===== config.mk =====
export PLATFORM = sky130hd
export DESIGN_NAME = rec_axis_packer
export DESIGN_NICKNAME = d
export VERILOG_FILES = /design/src/rtl/rec_axis_packer.sv
export SDC_FILE = /design/constraint.sdc
export NUM_CORES = 2
export LEC_CHECK = 0
export CAP_MARGIN = 30
export CORE_ASPECT_RATIO = 1.25
export CORE_UTILIZATION = 44
export DETAILED_ROUTE_END_ITERATION = 10
export GPL_ROUTABILITY_DRIVEN = 0
export PLACE_DENSITY = 0.58
export SETUP_SLACK_MARGIN = 0.2
export SLEW_MARGIN = 20
export SYNTH_ARGS = -nofsm -noshare
export SYNTH_HDL_FRONTEND = slang
export SYNTH_SLANG_ARGS = --single-unit

===== constraint.sdc =====
create_clock -name clk -period 6 [get_ports clk]
set_input_delay 0.6 -clock clk [delete_from_list [all_inputs] [get_ports clk]]
set_output_delay 0.6 -clock clk [all_outputs]
set_load 0.03 [all_outputs]

===== src/rtl/rec_axis_packer.sv =====
// rec_axis_packer: packs the rectified pixel stream into 32-bit words
// and serves them through a small FIFO as an AXI4-Stream master.
module rec_axis_packer #(
    parameter int COL        = 640,
    parameter int ROW        = 480,
    parameter int FIFO_DEPTH = 64
) (
    input  logic        clk,
    input  logic        rst,
    input  logic        recvalid,
    input  logic [7:0]  recpixel,
    input  logic        reclast,
    output logic [31:0] m_tdata,
    output logic        m_tvalid,
    input  logic        m_tready,
    output logic        m_tlast,
    output logic        m_tuser,
    output logic        overflow,
    output logic        frame_done,
    output logic        frame_err
);

    localparam int CW = $clog2(COL);
    localparam int RW = (ROW > 1) ? $clog2(ROW) : 1;
    localparam int AW = $clog2(FIFO_DEPTH);

    logic [CW-1:0] col;
    logic [RW-1:0] row;
    logic [23:0]   lanes;
    logic          pk_valid;
    logic [33:0]   pk_word;

    logic [33:0]   mem [FIFO_DEPTH];
    logic [AW:0]   wptr;
    logic [AW:0]   rptr;
    logic          empty;
    logic          full;
    logic          rd;
    logic          wr;
    logic          at_end;
    logic          col_end;

    assign col_end = (col == CW'(COL - 1));
    assign at_end  = col_end && (row == RW'(ROW - 1));
    assign empty   = (wptr == rptr);
    assign full    = (wptr[AW] != rptr[AW]) &&
                     (wptr[AW-1:0] == rptr[AW-1:0]);
    assign rd      = !empty && m_tready;
    assign wr      = pk_valid && (!full || rd);

    // Lane packing, geometry tracking and frame check; one-cycle pack register
    always_ff @(posedge clk) begin
        if (rst) begin
            col        <= '0;
            row        <= '0;
            lanes      <= '0;
            pk_valid   <= 1'b0;
            pk_word    <= '0;
            frame_done <= 1'b0;
            frame_err  <= 1'b0;
        end else begin
            pk_valid   <= 1'b0;
            frame_done <= 1'b0;
            frame_err  <= 1'b0;
            if (recvalid) begin
                if (reclast && !at_end) begin
                    // early end of frame: drop the partial word, restart
                    frame_err <= 1'b1;
                    col       <= '0;
                    row       <= '0;
                end else begin
                    case (col[1:0])
                        2'd0: lanes[7:0]   <= recpixel;
                        2'd1: lanes[15:8]  <= recpixel;
                        2'd2: lanes[23:16] <= recpixel;
                        2'd3: begin
                            pk_valid <= 1'b1;
                            pk_word  <= {(row == '0) && (col == CW'(3)),
                                         col_end, recpixel, lanes};
                        end
                    endcase
                    if (col_end) begin
                        col <= '0;
                        if (row == RW'(ROW - 1))
                            row <= '0;
                        else
                            row <= row + 1'b1;
                    end else begin
                        col <= col + 1'b1;
                    end
                    if (at_end) begin
                        if (reclast)
                            frame_done <= 1'b1;
                        else
                            frame_err <= 1'b1;
                    end
                end
            end
        end
    end

    // FIFO storage; contents need no reset since pointers define validity
    always_ff @(posedge clk) begin
        if (wr)
            mem[wptr[AW-1:0]] <= pk_word;
    end

    // FIFO pointers and sticky overflow flag
    always_ff @(posedge clk) begin
        if (rst) begin
            wptr     <= '0;
            rptr     <= '0;
            overflow <= 1'b0;
        end else begin
            if (wr)
                wptr <= wptr + 1'b1;
            if (rd)
                rptr <= rptr + 1'b1;
            if (pk_valid && full && !rd)
                overflow <= 1'b1;
        end
    end

    // First-word-fall-through head; zeroed while empty
    always_comb begin
        m_tvalid = !empty;
        {m_tuser, m_tlast, m_tdata} = '0;
        if (!empty)
            {m_tuser, m_tlast, m_tdata} = mem[rptr[AW-1:0]];
    end

endmodule


==> summary.txt <==
Status: completed
Post-CTS sizing: 0
Ys Warns: 0
Fin crit period: 5.59 ns
Initial drt markers: 4890
Clk root buf: clkbuf_16
Die Wd: 401 um
Clock Latency Late Sink: 0.86 ns
Sink Count: 2277
Tot GR Track Use: 23.8%
RSZ-0062 raised after global routing: false
Die H: 501 um
Max-Cap Viols: 0
Setup Crit Path Kind: reg2out
FMAX: 179 MHz
TritonCTS clock tree: built
Number of global-route vias before repair: 43034
Unique masters post-synth: 72
Post-synthesis net count: 4031
Dominant synthesized flop cell: edfxtp_1
H-tree depth: 4
Cell depth of the worst setup path: 9
Initial antenna violation count: 12
Overflow left after global routing: 0
CP delay by family, top: buffers and inverters
Bufs and invs on worst path: 4
Initial Utilization: 44.4%
Largest net degree at the start of global routing: 103
Worst hold margin: 0.411 ns
Crit-path slowest cell: dfxtp_4
Slew Limit Fails: 0
Crit path cell chain: buf_12 -> buf_4 -> mux4_2 -> mux4_2 -> nor2b_1 -> a211oi_1 -> nor3_1 -> buf_4 -> clkdlybuf4s50_1
Clk buf depth: 3
DIE AREA: 201000 sq um
Hold depth: 3
Fill count: 15643
Wire per inst: 34.1 um
Pleak: 29.5 nW
Utilization after layout: 50.5%
IO Count: 51
Critical Path Max Stage Delay: 0.99 ns
Share of layout cells above drive strength 1: 27.8%
Row Count: 182
Clock slew seen by the registers of the worst setup and hold paths: 0.06 ns
Synth Register Bits: 2277
PwrDens: 308 nW/um^2
Nets: 4265
Crit start category: flop
Critical Path RT: 5.40 ns
Drt drc: 0
First-pass GRT wire length: 333000 um
Setup violators final: 0
Routed WL: 239000 um
Post-synth EDFFs: 2176
CP max FO: 51
Pwr Total: 30.6 mW
Setup TNS: 0 ns
HP Class: in2reg
Avg Cell Area, Syn: 21.8 sq um
Mapped Area: 87500 sq um
Post-synthesis instance total: 4009
Total setup buffers inserted after CTS: 0
Sequential area share after synthesis: 77.0%
Crit. End Element: primary output
Worst Path Arrival: 4.99 ns
Tcrit/Tclk final: 93.1%
Setup slack, reg-to-reg: 2.10 ns
Via count: 42800
DRT Pass-1 Iters: 5
Final hold vios: 0
Final ANT Viol Nets: 0
Peak supply drop: 0.257 mV
CTS buffer count: 213
Post-synthesis async set-or-reset flop share: 0%
IO Port Bufs: 50
Worst slew margin: 33.6%
Worst Skew: 0.0311 ns
R2R cell count: 7
Slew @ Worst Pin: 0.993 ns
Vias/cell: 6.11
Core Footprint: 197000 sq um
Synth-to-Final Area Change: 13.7%
Post-DP HPWL: 135000 um
## cells in the mapped netlist, types with 44 or more instances
cell type | instances | area [sq um]
a21oi_1 | 104 | 521
a22oi_1 | 44 | 330
buf_2 | 53 | 265
buf_4 | 58 | 435
clkbuf_1 | 87 | 327
dfxtp_1 | 101 | 2020
edfxtp_1 | 2176 | 65300
mux2i_1 | 115 | 1150
mux4_2 | 587 | 13200
nand2_1 | 142 | 533
nand3_1 | 59 | 295
nor2_1 | 124 | 465
## power by group
group	switching, mW	leakage [nW]	total [mW]	internal [mW]
clock network	5.88	3.36	13.4	7.52
registers	0.00423	20.2	17.1	17.1
logic	0.0463	5.95	0.0712	0.0249
## routing by layer
metal / global-route usage [%] / wire length, um / vias up
met1: 32.0 / 94900 / 23285
met2: 39.3 / 118000 / 1840
li1: - / - / 17319
met5: 0 / 35 / -
met3: 5.43 / 19900 / 350
met4: 6.41 / 6110 / 6
## registers in the layout, indices dropped and copies added, names as in the netlist, named ones only
name and cells:
mem 2176, lanes 24, overflow 1, rptr 7, pk_valid 1, row 9, col 10, frame_done 1
wptr 7, pk_word 34, frame_err 1
## per-stage QoR
stage	setup slack [ns]	cells	area, sq um
2_1_floorplan	2.33	4009	87500
3_3_place_gp	1.11	6578	92100
3_5_place_dp	1.25	6601	92600
4_1_cts	0.337	7001	99500
5_1_grt	0.217	7004	99500
6_report	0.414	7004	99500
## path summary, 6_finish.rpt
path	start	endpoint
max	flop	m_tdata[17]
min	recpixel[7]	pk_word[31]
min reg2reg	pk_word[32]	pk_word[32]
max reg2reg	wptr[0]	mem[12][2]
## repair_timing
| action | in CTS | in global routing |
|---|---|---|
| hold buffers | 1 | 0 |
| hold endpoints to repair | 7 | 0 |
| endpoints found under the setup margin | 0 | 0 |
## kinds of logic (layout without fill, tap and decap cells)
group	after synthesis	in the layout	share of synthesized area, %
xor gates and xnor gates	18	18	0.180
DFF	2277	2277	77.0
adders and majority gates	9	9	0.129
other	0	1	0
buffers and inverters	245	663	1.44
muxes	728	728	16.8
AOI/OAI and AO/OA	276	276	2.07
and+or+nand+nor	456	456	2.45
## worst register-to-register path, cell delays in order (launching register included)
cell	delay [ns]
dfxtp_1	0.50
xor2_1	0.21
or2_2	0.22
o41ai_2	0.14
clkbuf_2	0.19
or4_1	0.79
nor2_4	0.83
buf_4	0.61
## layout by cell type, fill, tap and decap left out, drive strengths merged, types with 9 or more instances in the layout
| cell | n |
|---|---|
| edfxtp | 2176 |
| mux4 | 587 |
| clkbuf | 278 |
| buf | 193 |
| nand2 | 142 |
| nor2 | 124 |
| mux2i | 115 |
| a21oi | 104 |
| dfxtp | 101 |
| clkinv | 94 |
| nand3 | 59 |
| clkdlybuf4s50 | 49 |
| a22oi | 44 |
| o22ai | 26 |
| mux2 | 26 |
| nor2b | 24 |
| inv | 24 |
| nor3 | 23 |
| o21ai | 21 |
| bufinv | 18 |
| nor4 | 17 |
| xor2 | 12 |
| nand2b | 12 |
| a31oi | 10 |
| and2 | 9 |
| ha | 9 |
## layout make-up
type | instances | area [sq um] | area share, %
tap | 2576 | 3220 | 3.24
antenna | 1 | 2.50 | 0.00251
clock inverter | 123 | 1110 | 1.12
timing repair buffer | 245 | 2540 | 2.56
multi-input combinational | 1487 | 19400 | 19.5
sequential | 2277 | 67400 | 67.8
inverter | 19 | 73.8 | 0.0742
clock buffer | 276 | 5740 | 5.77
(Power assumes the default switching activity.)
